`src/rtl/mem_access_stage_pkg.sv`:
```
// Shared types for the MEM stage: access FSM states, address-select codes and
// the word-alignment helper.
package mem_access_stage_pkg;

    typedef enum logic [1:0] {
        MEM_IDLE,
        MEM_IND,
        MEM_DONE
    } lc3b_mem_state;

    localparam logic [1:0] ADDRSEL_ALU   = 2'd0;
    localparam logic [1:0] ADDRSEL_ADDER = 2'd1;
    localparam logic [1:0] ADDRSEL_TRAP  = 2'd2;

    // Word accesses ignore the low address bit; byte accesses keep it as the lane.
    function automatic logic [15:0] word_align(input logic [15:0] addr, input logic is_byte);
        return is_byte ? addr : {addr[15:1], 1'b0};
    endfunction

endpackage

```
`src/rtl/mem_access_stage_byte_lane_align.sv`:
```
// Combinational byte-lane handling: lane select / zero-extend on reads,
// byte replication and lane enables on writes.
module byte_lane_align (
    input  logic        i_is_byte,
    input  logic        i_lane,
    input  logic [15:0] i_wdata,
    input  logic [15:0] i_rdata,
    output logic [1:0]  o_byte_enable,
    output logic [15:0] o_wdata,
    output logic [15:0] o_rdata
);

    always_comb begin
        o_byte_enable = 2'b11;
        o_wdata       = i_wdata;
        o_rdata       = i_rdata;
        if (i_is_byte) begin
            o_byte_enable = i_lane ? 2'b10 : 2'b01;
            o_wdata       = {i_wdata[7:0], i_wdata[7:0]};
            o_rdata       = i_lane ? {8'h00, i_rdata[15:8]} : {8'h00, i_rdata[7:0]};
        end
    end

endmodule

```
`src/rtl/mem_access_stage.sv`:
```
// MEM pipeline stage: drives the data-memory port for single and indirect
// (LDI/STI) accesses and stalls the pipeline until the access completes.
module mem_access_stage
    import mem_access_stage_pkg::*;
#(
    parameter bit INDIRECT_EN = 1'b1
) (
    input  logic        clk,
    input  logic        reset,
    input  logic        mem_read,
    input  logic        mem_write,
    input  logic        is_ldi,
    input  logic        is_sti,
    input  logic        is_ldb_stb,
    input  logic [1:0]  addr_sel,
    input  logic [15:0] alu_out,
    input  logic [15:0] addr_adder_out,
    input  logic [15:0] trapvector,
    input  logic [15:0] dest_data,
    input  logic        ext_stall,
    input  logic        d_resp,
    input  logic [15:0] d_rdata,
    output logic        d_read,
    output logic        d_write,
    output logic [15:0] d_address,
    output logic [15:0] d_wdata,
    output logic [1:0]  d_byte_enable,
    output logic [15:0] mem_rdata,
    output logic        mem_stall
);

    lc3b_mem_state r_state;
    lc3b_mem_state w_next_state;
    logic [15:0]   r_data;
    logic [15:0]   r_ind;

    logic          w_req;
    logic          w_indirect;
    logic [15:0]   w_sel_addr;
    logic [15:0]   w_raw_addr;
    logic          w_byte;
    logic          w_is_write;
    logic          w_access_en;
    logic          w_ind_load;
    logic          w_data_load;
    logic [15:0]   w_rdata_aligned;

    assign w_req      = mem_read | mem_write;
    assign w_indirect = INDIRECT_EN & (is_ldi | is_sti);

    always_comb begin
        unique case (addr_sel)
            ADDRSEL_ALU:   w_sel_addr = alu_out;
            ADDRSEL_ADDER: w_sel_addr = addr_adder_out;
            ADDRSEL_TRAP:  w_sel_addr = trapvector;
            default:       w_sel_addr = alu_out;
        endcase
    end

    always_ff @(posedge clk or posedge reset) begin
        if (reset) begin
            r_state <= MEM_IDLE;
        end else begin
            r_state <= w_next_state;
        end
    end

    always_comb begin
        w_next_state = r_state;
        w_ind_load   = 1'b0;
        w_data_load  = 1'b0;
        unique case (r_state)
            MEM_IDLE: begin
                if (w_req && d_resp) begin
                    if (w_indirect) begin
                        w_ind_load   = 1'b1;
                        w_next_state = MEM_IND;
                    end else begin
                        w_data_load  = 1'b1;
                        w_next_state = MEM_DONE;
                    end
                end
            end
            MEM_IND: begin
                if (w_req && d_resp) begin
                    w_data_load  = 1'b1;
                    w_next_state = MEM_DONE;
                end
            end
            MEM_DONE: begin
                if (!ext_stall) begin
                    w_next_state = MEM_IDLE;
                end
            end
            default: w_next_state = MEM_IDLE;
        endcase
    end

    always_comb begin
        w_raw_addr  = w_sel_addr;
        w_byte      = 1'b0;
        w_is_write  = 1'b0;
        w_access_en = 1'b0;
        unique case (r_state)
            MEM_IDLE: begin
                // Pointer fetch of LDI/STI is always a word read.
                w_raw_addr  = w_sel_addr;
                w_byte      = is_ldb_stb & ~w_indirect;
                w_is_write  = mem_write & ~mem_read & ~w_indirect;
                w_access_en = w_req;
            end
            MEM_IND: begin
                w_raw_addr  = r_ind;
                w_byte      = is_ldb_stb;
                w_is_write  = is_sti & ~mem_read;
                w_access_en = w_req;
            end
            default: begin
                w_access_en = 1'b0;
            end
        endcase
        d_address = word_align(w_raw_addr, w_byte);
        d_read    = ~reset & w_access_en & ~w_is_write;
        d_write   = ~reset & w_access_en & w_is_write;
        mem_stall = ~reset & (ext_stall | (w_req & (r_state != MEM_DONE)));
        mem_rdata = (~reset && r_state == MEM_DONE) ? r_data : 16'h0000;
    end

    byte_lane_align u_align (
        .i_is_byte     (w_byte),
        .i_lane        (d_address[0]),
        .i_wdata       (dest_data),
        .i_rdata       (d_rdata),
        .o_byte_enable (d_byte_enable),
        .o_wdata       (d_wdata),
        .o_rdata       (w_rdata_aligned)
    );

    always_ff @(posedge clk or posedge reset) begin
        if (reset) begin
            r_data <= 16'h0000;
            r_ind  <= 16'h0000;
        end else begin
            if (w_ind_load) begin
                r_ind <= d_rdata;
            end
            if (w_data_load) begin
                r_data <= w_rdata_aligned;
            end
        end
    end

endmodule

```
`config.mk`:
```
export PLATFORM = sky130hd
export DESIGN_NAME = mem_access_stage
export DESIGN_NICKNAME = d
export VERILOG_FILES = /design/src/rtl/mem_access_stage_pkg.sv /design/src/rtl/mem_access_stage_byte_lane_align.sv /design/src/rtl/mem_access_stage.sv
export SDC_FILE = /design/constraint.sdc
export NUM_CORES = 1
export LEC_CHECK = 0
export BUFFER_PORTS_ARGS = -buffer_cell sky130_fd_sc_hd__buf_4
export CORE_MARGIN = 1.5
export CORE_UTILIZATION = 39
export CTS_CLUSTER_SIZE = 14
export DETAILED_ROUTE_END_ITERATION = 6
export PLACE_DENSITY = 0.81
export SYNTH_ARGS = -nofsm -noshare
export SYNTH_HDL_FRONTEND = slang
export SYNTH_SLANG_ARGS = --single-unit
```
`constraint.sdc`:
```
create_clock -name clk -period 1.8 [get_ports clk]
set_input_delay 0.36 -clock clk [delete_from_list [all_inputs] [get_ports clk]]
set_output_delay 0.36 -clock clk [all_outputs]
set_load 0.1 [all_outputs]
```
# Word-level counts from Yosys, hierarchy flattened
# Cells that the tools add are included.
[word_totals] ff_bits=34 in_bits=91 out_inout_bits=53 wordCells=56
[classes] n_eq_ne=8 n_mux=24 bitwise_logic=16 n_reduce_logical=5
[op_table] operator="$mux W16" count=4
[op_table] operator="$pmux W16 S2" count=1
[op_table] operator="$mux W2" count=6
[op_table] operator="$and A1 B1 Y1" count=9
[op_table] operator="$mux W1" count=8
[op_table] operator="$mux W8" count=1
[op_table] operator="$ne A2 B2 Y1 const B" count=4
[op_table] operator="$pmux W1 S2" count=3
[op_table] operator="$pmux W2 S3" count=1
[op_table] operator="$eq A2 B1 Y1 const B" count=2
[op_table] operator="$eq A2 B2 Y1 const B" count=2
[op_table] operator="$not A1 Y1" count=4
[op_table] operator="$or A1 B1 Y1" count=3
[op_table] operator="$reduce_and A3 Y1" count=1
[op_table] operator="$logic_and A1 B1 Y1" count=2
[op_table] operator="$logic_not A2 Y1" count=1
[op_table] operator="$reduce_or A2 Y1" count=1

# Depth between registers and ports, before layout
# Gate-level depths: netlist of the first run.
[depth] depth_word=7 depth_mapped=8 ltp_nobuf=6

# Hierarchy
# A second synthesis of the first run with hierarchy kept.
[hier_totals] hier_cells=223 area_unflattened_um2=2396.0
[by_module_without_submodules] mod="mem_access_stage" n_inst=1 cells_each=187 area_per_inst_um2=2023.2 seq_area_each_um2=850.8
[by_module_without_submodules] mod="byte_lane_align" n_inst=1 cells_each=36 area_per_inst_um2=372.9 seq_area_each_um2=0.0

# Worst setup path after synthesis of the first run
# OpenSTA, ideal clock, no wires.
[synth_timing] path_kind="flip-flop to output port" from="reg r_state[0]" to="out d_read" arrival_time_ps=3394 required_time_ps=1440 slack_ps=-1954 stages_incl_launch_ff=4 path_buffers=0 cell_sequence="dfrtp_1 nand3b_1 a211oi_1 nor4_1"
[synth_between] elab_chain_len=5 elab_cells_between_ends=8 cone_classes="eq/ne: 1; mux: 2; bitwise: 3; reduce/logical: 2"
[synth_rtl] element="from (decl)" line_no="mem_access_stage.sv:32" text="lc3b_mem_state r_state;"
[synth_rtl] element="from (signal assigned)" line_no="mem_access_stage.sv:64" text="r_state <= w_next_state;"
[synth_rtl] element="$eq A2 B1 Y1 or $logic_not A2 Y1 (tied branches)" line_no="mem_access_stage.sv:104" text="unique case (r_state)"
[synth_rtl] element="$reduce_or A2 Y1 (no line)"
[synth_rtl] element="$mux W1" line_no="mem_access_stage.sv:104"
[synth_rtl] element="$and A1 B1 Y1" line_no="mem_access_stage.sv:123" text="d_read = ~reset & w_access_en & ~w_is_write;"
[synth_rtl] element="$and A1 B1 Y1 (*)" line_no="mem_access_stage.sv:123"
[synth_rtl] element="to (decl)" line_no="mem_access_stage.sv:23" text="output logic d_read,"
# Every way passes the cells marked *; elsewhere a longest branch is shown, timed or not.

# Worst setup path in the final report of the first run
[layout_timing] from="reg r_state[0]" to="out d_wdata[9]"
[layout_between] elab_chain_len=3 elab_cells_between_ends=4 cone_classes="eq/ne: 1; mux: 2; reduce/logical: 1"
[layout_rtl] element="$eq A2 B1 Y1 or $logic_not A2 Y1 (tied branches)" line_no="mem_access_stage.sv:104"
[layout_rtl] element="$pmux W1 S2 (*)" line_no="mem_access_stage.sv:104"
[layout_rtl] element="$mux W16 (*)" line_no="mem_access_stage_byte_lane_align.sv:17" text="if (i_is_byte) begin"
[layout_rtl] element="to (decl)" line_no="mem_access_stage.sv:26" text="output logic [15:0] d_wdata,"
# Marked as above.

==> flow_summary.ini, run 1 <==
[floorplan]
io_pins = 144
core_area_mm2 = 0.00561
die_w_um = 80.1
dieArea_mm2 = 0.00642
initial_core_util = 0.413
placementRows = 27
die_h_um = 80.1

[yosys]
synth_cell_types = 31
synth_adder_area_share = 0.0108
synthSimpleGateAreaFrac = 0.245
syn_area_mm2 = 0.00232
syn_inst = 288
synth-edff-count = 0
synth_top_family_by_area = simple AND/OR/NAND/NOR gates
synth_top_area_cell = dfrtp_1
async_flop_share = 1.00
ys_warn_count = 0
synthFlopType = dfrtp_1
synth_compound_area_frac = 0.222
yosys.area.top_type_share = 0.367
yosys-top-cells-area = dfrtp_1, nand2_1, mux2_2
syn_area_per_cell_um2 = 8.05
syn-num-nets = 381
synth-seq-area-share = 0.367
ys_ff_latch = 34
synth-xor-area-share = 0
synthMuxAreaShare = 0.0777

[timing]
setup_violations = 65
drv_slew = 0
max_freq_mhz = 483
rsz0062_at_grt = yes
hold_viol = 0
finalCriticalPeriod_ns = 2.07
skew_ns = 0.00874
finalCritPeriodShare = 1.15
slew_headroom = 0.705
tightest_slew_ns = 0.442
setup_slack_ns = -0.272

[clock_tree]
cts.clk_slew.worst_paths_ns = 0.07
cts_tree = yes
cts-htree-levels = 2
root_buffer = clkbuf_8
clock_sinks = 34
postCtsHoldBufs = 0
clk_path_buf_depth = 2
clk_latency_ns = 0.29
cts_buffers = 5

[power]
p_leak_nw = 2.23
power_mw = 6.90
ir_worst_vdd_uv = 989
cellPowerDensity_mw_per_mm2 = 1360

[critical_path]
start_kind = register
path_class = reg2out
r2r-end = r_ind[5]$_DFFE_PP0P_
required_ns = 1.44
worstRegToRegCells = 4
arrival_ns = 1.71
worstPathMaxFanout = 5
r2r-start = r_state[1]$_DFFE_PP0P_
cp-end-kind = primary output
r2r_setup_slack_ns = -0.05

[detailed_routing]
vias = 3123
routed_wl_mm = 12.5
wire_per_inst_um = 23.9
drt.antenna.violating_nets = 0
vias_per_cell = 5.99
drt_pass1_iterations = 5
drt_iter0_markers = 256
drc_errors = 0

[layout]
final_cell_mix = buf_4, buf_12, dfrtp_1
syn2layout_area_growth_pct = 119
nNetsFinal = 542
post-route-util = 0.906
final_cell_area_mm2 = 0.00508
drive_gt1_frac = 0.710
layout_commonest_cell = buf_4
nFillCells = 215
n_antenna_cell = 0

[grt]
grt_max_degree = 35
grt_overflow = 0
grt_pass1_vias = 3125
antenna_found_initial = 0
grt_pass1_wl_mm = 16.2
grt_util_all_layers = 0.336

[flow_run]
cap_violations = 0

[status]
status = finished with violations
violations = setup timing

[place]
port_buffers = 143
post_dp_cell_area_mm2 = 0.00397
place_congestion = 0.792
dp_hpwl_mm = 6.11

[min_path]
hp-class = in2async
## logic make-up after synthesis
family,after synthesis
buf+inv,34
compound gates,84
flops,34
simple gates,118
mux,16
fa+ha+maj,2
## cell type report
type / count / area, um^2 / area share
Multi-Input combinational cell: 220 / 1940 / 0.382
Tap cell: 72 / 90.1 / 0.0177
Inverter: 5 / 31.3 / 0.00616
Timing Repair Buffer: 183 / 2090 / 0.411
Clock buffer: 7 / 76.3 / 0.0150
Sequential cell: 34 / 853 / 0.168
## Yosys cell counts, drive strengths merged, types with 2 or more instances
library cell and count:
nand2 52, dfrtp 34, o21ai 32, a21oi 24
nor2 22, buf 17, and2 16, mux2 16
a22oi 15, clkbuf 12, nor2b 10, nand2b 9
a31oi 8, inv 5, nand3b 3, ha 2
## worst max-delay path by stage
stage | end | from
2_1_floorplan | d_byte_enable[0] | addr_sel[1]
3_3_place_gp | d_byte_enable[0] | addr_sel[1]
3_5_place_dp | d_byte_enable[0] | addr_sel[1]
4_1_cts | d_byte_enable[0] | addr_sel[0]
5_1_grt | d_wdata[9] | r_state[0]$_DFFE_PP0P_
6_report | d_wdata[9] | r_state[0]$_DFFE_PP0P_
## layer usage
metal  part of all wire  vias up  global-route usage
met3              0.075       71              0.0761
met4              0.057        0               0.131
met2               0.53      228               0.630
li1                   -     1299                   -
met5                  0        -                   0
met1               0.34     1525               0.361
## power by group
group,switching (mW),internal (mW),total [mW]
Sequential,0.336,1.11,1.44
Combinational,2.97,1.94,4.91
Clock,0.280,0.266,0.547
## registers in the layout (all words and copies together), names as in the netlist
| name | flops |
|---|---|
| r_data | 16 |
| r_ind | 16 |
| r_state | 2 |
## through the flow
step / setup slack (ns) / setup TNS, ns / instances / hold WS (ns)
5_1_grt: -0.320 / -12.67 / 521 / 0.302
3_5_place_dp: -0.239 / -4.73 / 500 / 0.463
3_3_place_gp: -0.223 / -4.11 / 500 / 0.454
4_1_cts: -0.228 / -6.22 / 516 / 0.253
6_report: -0.272 / -9.88 / 521 / 0.266
2_1_floorplan: -0.245 / -2.27 / 288 / 0.305
## critical path: stages (launching register included)
cell and delay (ns):
dfrtp_2 0.45, o21bai_4 0.21, nand3b_1 0.17, buf_6 0.18
buf_12 0.11, nand2_4 0.05, nand2_4 0.07, buf_12 0.17
## what timing repair did
item | CTS | global route
setup buffers | 6 | 5
pin swaps | 20 | 22
resized for setup | 202 | 35
setup endpoints to repair | 45 | 62
cloned | 3 | 2
No activity file was read; power rests on OpenSTA's default activity.
==> inputs of run 2 (changes only) <==
--- a/config.mk
+++ b/config.mk
@@ -5,6 +5,7 @@
 export SDC_FILE = /design/constraint.sdc
 export NUM_CORES = 1
 export LEC_CHECK = 0
+export ABC_AREA = 1
 export BUFFER_PORTS_ARGS = -buffer_cell sky130_fd_sc_hd__buf_4
 export CORE_MARGIN = 1.5
 export CORE_UTILIZATION = 39
==> flow_summary.ini, run 2 <==
[status]
status = finished with violations
violations = setup timing

[detailed_routing]
routed_wl_mm = 11.3
drc_errors = 0
wire_per_inst_um = 19.8
drt.antenna.violating_nets = 0
drt_pass1_iterations = 5
vias_per_cell = 5.61
drt_iter0_markers = 224
vias = 3208

[grt]
grt_max_degree = 35
antenna_found_initial = 0
grt_overflow = 0
grt_util_all_layers = 0.336
grt_pass1_wl_mm = 16.3
grt_pass1_vias = 3297

[layout]
syn2layout_area_growth_pct = 120
reg.largest.list = r_data (16), r_ind (16), r_state (2)
register_area_um2 = 851
final_cells = 572
layout_commonest_cell = buf_4
final_cell_area_mm2 = 0.00513
drive_gt1_frac = 0.578
multi_input_area_mm2 = 0.00192
n_antenna_cell = 0
nNetsFinal = 593
nFillCells = 225
final_cell_mix = buf_4, nand2_1, buf_12

[power]
ir_worst_vdd_uv = 1140
p_leak_nw = 2.43
cellPowerDensity_mw_per_mm2 = 1490

[timing]
max_freq_mhz = 484
setup_slack_ns = -0.266
hold_viol = 0
finalCriticalPeriod_ns = 2.07
setup_violations = 44
rsz0062_at_grt = yes
slew_headroom = 0.715
finalCritPeriodShare = 1.15
drv_slew = 0
tightest_slew_ns = 0.428
holdWs_ns = 0.264
skew_ns = 0.00686

[yosys]
syn_inst = 348
async_flop_share = 1.00
synth_top_area_cell = dfrtp_1
synthFlopType = dfrtp_1
yosysMostFrequentCell = nand2_1
yosys.area.top_type_share = 0.365
synth_cell_types = 22
syn_area_mm2 = 0.00233
ys_warn_count = 0
synth-edff-count = 0
synth-seq-area-share = 0.365
netlist_top_cells_count = nand2_1, inv_1, nor2_1, dfrtp_1, a21oi_1
syn_area_per_cell_um2 = 6.69
syn-num-nets = 441
yosys-top-cells-area = dfrtp_1, nand2_1, inv_1
ys_ff_latch = 34

[floorplan]
io_pins = 144
die_h_um = 80.3
die_w_um = 80.3
initial_core_util = 0.413
dieArea_mm2 = 0.00644
placementRows = 27
core_area_mm2 = 0.00564

[critical_path]
start_kind = register
cp-end-kind = primary output
required_ns = 1.44
path_class = reg2out
max_stage_delay_ns = 0.41
arrival_ns = 1.71
cp_slowest_cell = dfrtp_1
worstPathMaxFanout = 5
path_cells = inv_2 -> nand2_2 -> nor2_4 -> buf_4 -> nand2_1 -> nand2_8 -> buf_12
r2r_setup_slack_ns = 0.13

[place]
port_buffers = 143
dp_hpwl_mm = 6.00
post_dp_cell_area_mm2 = 0.00424
post-place-ws_ns = -0.144
placed_cells = 559
place_congestion = 0.848

[clock_tree]
clk_path_buf_depth = 2
clock_sinks = 34
cts.clk_slew.worst_paths_ns = 0.07
clk_latency_ns = 0.30
cts_tree = yes
root_buffer = clkbuf_8
cts_buffers = 5
cts-htree-levels = 2

[min_path]
hp-class = in2async

[flow_run]
cap_violations = 0
==> run 2: cell types whose count changed in the layout (fill, tap and decap cells not counted), sizes merged, moves of 8 or more <==
| cell | change |
|---|---|
| a21oi | +9 |
| a22o | +15 |
| a22oi | -15 |
| a31oi | -8 |
| and2 | -16 |
| buf | -12 |
| inv | +40 |
| mux2 | -16 |
| nand2 | +41 |
| nand2b | -9 |
| nand3 | +21 |
| nand4 | +8 |
| nor2 | +20 |
| nor2b | -10 |
==> run 2: critical path: cells and delay by family (launching register included) <==
family / cells / cell delay (ns)
flip-flops: 1 / 0.41
AND/OR/NAND/NOR: 4 / 0.53
buffers and inverters: 3 / 0.45
==> run 2: kinds of logic after synthesis <==
kind of cell	count (synthesis)	synth area share
compound gates	74	0.185
fa+ha+maj	2	0.0107
buf+inv	72	0.134
flops	34	0.365
simple gates	166	0.305
==> run 2: area by class of cell <==
| cell class | instances | share of cell area |
|---|---|---|
| clock buffer | 5 | 0.0134 |
| clock inverter | 2 | 0.00195 |
| inverter | 46 | 0.0420 |
| multi-input combinational | 242 | 0.375 |
| sequential | 34 | 0.166 |
| tap | 72 | 0.0176 |
| timing repair buffer | 171 | 0.384 |
==> run 2: stage by stage <==
step / utilization / TNS [ns] / power, mW
6_report: 0.909 / -7.27 / 7.62
3_5_place_dp: 0.751 / -2.41 / 5.80
2_1_floorplan: - / -8.10 / 4.86
4_1_cts: 0.896 / -4.03 / 7.29
3_3_place_gp: 0.751 / -1.79 / 5.73
5_1_grt: 0.909 / -8.95 / 7.87
==> run 2: repair_timing <==
action / 4_1_cts / 5_1_grt
setup endpoints to repair: 45 / 45
pin swaps: 2 / 1
setup buffers: 3 / 2
gates cloned: 0 / 1
hold buffers: 0 / 0
resized for setup: 176 / 9
==> run 2: power by group <==
group | total (mW) | internal [mW] | switching [mW] | leakage, nW
Clock | 0.555 | 0.260 | 0.296 | 0.0438
Sequential | 1.34 | 1.12 | 0.213 | 0.428
Combinational | 5.73 | 1.99 | 3.74 | 1.96
==> run 2: worst paths after layout <==
kind                       cells after the start                     end                   start
max in group asynchronous                      3  r_data[11]$_DFFE_PP0P_                   reset
setup reg to reg                               7  r_data[14]$_DFFE_PP0P_  r_state[1]$_DFFE_PP0P_
hold / removal                                 3  r_data[15]$_DFFE_PP0P_                   reset
hold reg to reg                                2    r_ind[3]$_DFFE_PP0P_    r_ind[3]$_DFFE_PP0P_
min in group clk                               3   r_data[9]$_DFFE_PP0P_              d_rdata[9]
setup / recovery                               7             d_wdata[13]  r_state[1]$_DFFE_PP0P_
==> run 2: metal layers <==
metal | global-route usage | vias up | wire length, um
met5 | 0 | - | 0
met4 | 0.119 | 0 | 456
met3 | 0.0750 | 46 | 971
met2 | 0.649 | 238 | 6070
met1 | 0.350 | 1516 | 3830
li1 | - | 1408 | -
==> inputs of run 3 (changes only) <==
--- a/config.mk
+++ b/config.mk
@@ -11,7 +11,7 @@
 export CORE_UTILIZATION = 39
 export CTS_CLUSTER_SIZE = 14
 export DETAILED_ROUTE_END_ITERATION = 6
-export PLACE_DENSITY = 0.81
+export PLACE_DENSITY_LB_ADDON = 0.1
 export SYNTH_ARGS = -nofsm -noshare
 export SYNTH_HDL_FRONTEND = slang
 export SYNTH_SLANG_ARGS = --single-unit
==> flow_summary.ini, run 3 (synthesis results as in run 2) <==
[clock_tree]
cts.clk_slew.worst_paths_ns = 0.08
cts_buffers = 5
cts-htree-levels = 2
clk_path_buf_depth = 2
cts_tree = yes
root_buffer = clkbuf_8
clk_latency_ns = 0.29
postCtsHoldBufs = 0
clock_sinks = 34

[floorplan]
core_area_mm2 = 0.00564
io_pins = 144
initial_core_util = 0.413
die_w_um = 80.3
placementRows = 27
die_h_um = 80.3
dieArea_mm2 = 0.00644

[layout]
nNetsFinal = 604
register_area_um2 = 851
reg.largest.list = r_data (16), r_ind (16), r_state (2)
nFillCells = 195
final_cell_mix = buf_4, buf_12, nand2_1
post-route-util = 0.926
final_cell_area_mm2 = 0.00522
layout_commonest_cell = buf_4
syn2layout_area_growth_pct = 124
drive_gt1_frac = 0.599
n_antenna_cell = 0
multi_input_area_mm2 = 0.00192

[detailed_routing]
wire_per_inst_um = 21.5
vias_per_cell = 5.87
drt.antenna.violating_nets = 0
drt_iter0_markers = 370
drc_errors = 1
drt_pass1_iterations = 7
routed_wl_mm = 12.5
vias = 3423

[timing]
finalCritPeriodShare = 1.13
setup_violations = 58
skew_ns = 0.0170
setup_slack_ns = -0.238
rsz0062_at_grt = yes
hold_viol = 0
finalCriticalPeriod_ns = 2.04
drv_slew = 0
max_freq_mhz = 491
slew_headroom = 0.728
holdWs_ns = 0.231
tightest_slew_ns = 0.406

[place]
dp_hpwl_mm = 6.25
post_dp_cell_area_mm2 = 0.00433
place_congestion = 0.881
post-place-ws_ns = -0.128
port_buffers = 143

[power]
p_leak_nw = 2.51
power_mw = 7.85
cellPowerDensity_mw_per_mm2 = 1500
ir_worst_vdd_uv = 1210

[critical_path]
start_kind = register
crit_family = buffers and inverters
worstPathMaxFanout = 13
arrival_ns = 1.68
cp_slowest_cell = dfrtp_1
required_ns = 1.44
max_stage_delay_ns = 0.44
cpMostUsedCell = buf_12
cp-end-kind = primary output
path_class = reg2out
path_buf_inv = 4
path_cells = buf_6 -> inv_8 -> nor2_4 -> buf_12 -> a21oi_2 -> a21oi_4 -> buf_12

[grt]
grt_util_all_layers = 0.338
grt_pass1_vias = 3350
grt_max_degree = 27
grt_pass1_wl_mm = 16.7
antenna_found_initial = 0
grt_overflow = 0

[status]
violations = DRC, setup timing
status = finished with violations

[min_path]
hp-class = in2async

[flow_run]
cap_violations = 0
[run 3: cell count changes in the layout (fill, tap and decap cells not counted), moves of 2 or more]
cell | before | now
clkinv_2 | 2 | 0
nand2_1 | 53 | 47
nand2_2 | 8 | 17
nand3_2 | 0 | 2
buf_6 | 3 | 6
nand2_4 | 24 | 21
nand3_1 | 20 | 18
buf_4 | 114 | 122
clkbuf_1 | 0 | 2
[run 3: routing by layer]
layer | vias to the layer above | track usage | part of all wire
met3 | 84 | 0.0784 | 0.10
met2 | 304 | 0.649 | 0.51
met4 | 0 | 0.122 | 0.058
met5 | - | 0 | 0
met1 | 1603 | 0.354 | 0.33
li1 | 1432 | - | -
[run 3: stage by stage]
| step | TNS [ns] | cells |
|---|---|---|
| after floorplan | -8.10 | 348 |
| after global placement | -1.87 | 569 |
| after detailed placement | -2.38 | 569 |
| after CTS | -3.66 | 579 |
| after global routing | -9.66 | 583 |
| final | -7.10 | 583 |
[run 3: tightest hold or removal path, stage by stage]
cell        delay (ns)
buf_4             0.13
clkinvlp_4        0.13
buf_4             0.28
[run 3: what timing repair did]
item,CTS,global route
resized for setup,170,21
endpoints found under the setup margin,45,45
buffers inserted,3,3
pin swaps,4,2
cloned,0,1
[run 3: final timing paths]
check	startpoint	endpoint	slack, ns	cells after the start
hold reg to reg	r_ind[7]$_DFFE_PP0P_	r_ind[7]$_DFFE_PP0P_	0.50	2
min in group clk	d_rdata[9]	r_data[9]$_DFFE_PP0P_	0.33	3
hold / removal	reset	r_data[0]$_DFFE_PP0P_	0.23	3
max in group asynchronous	reset	r_data[5]$_DFFE_PP0P_	1.34	3
setup reg to reg	r_state[1]$_DFFE_PP0P_	r_data[10]$_DFFE_PP0P_	-0.13	8
setup / recovery	r_state[0]$_DFFE_PP0P_	d_address[13]	-0.24	7
[run 3: where the power goes]
part	internal [mW]	switching (mW)	total [mW]
Combinational	2.06	3.82	5.89
Clock	0.267	0.281	0.548
Sequential	1.12	0.291	1.41
Total	3.45	4.40	7.85
[run 3: area by class of cell]
type / instances / share of cell area
Timing Repair Buffer: 182 / 0.396
Tap cell: 72 / 0.0172
Multi-Input combinational cell: 242 / 0.368
Clock buffer: 7 / 0.0146
Inverter: 46 / 0.0410
Sequential cell: 34 / 0.163
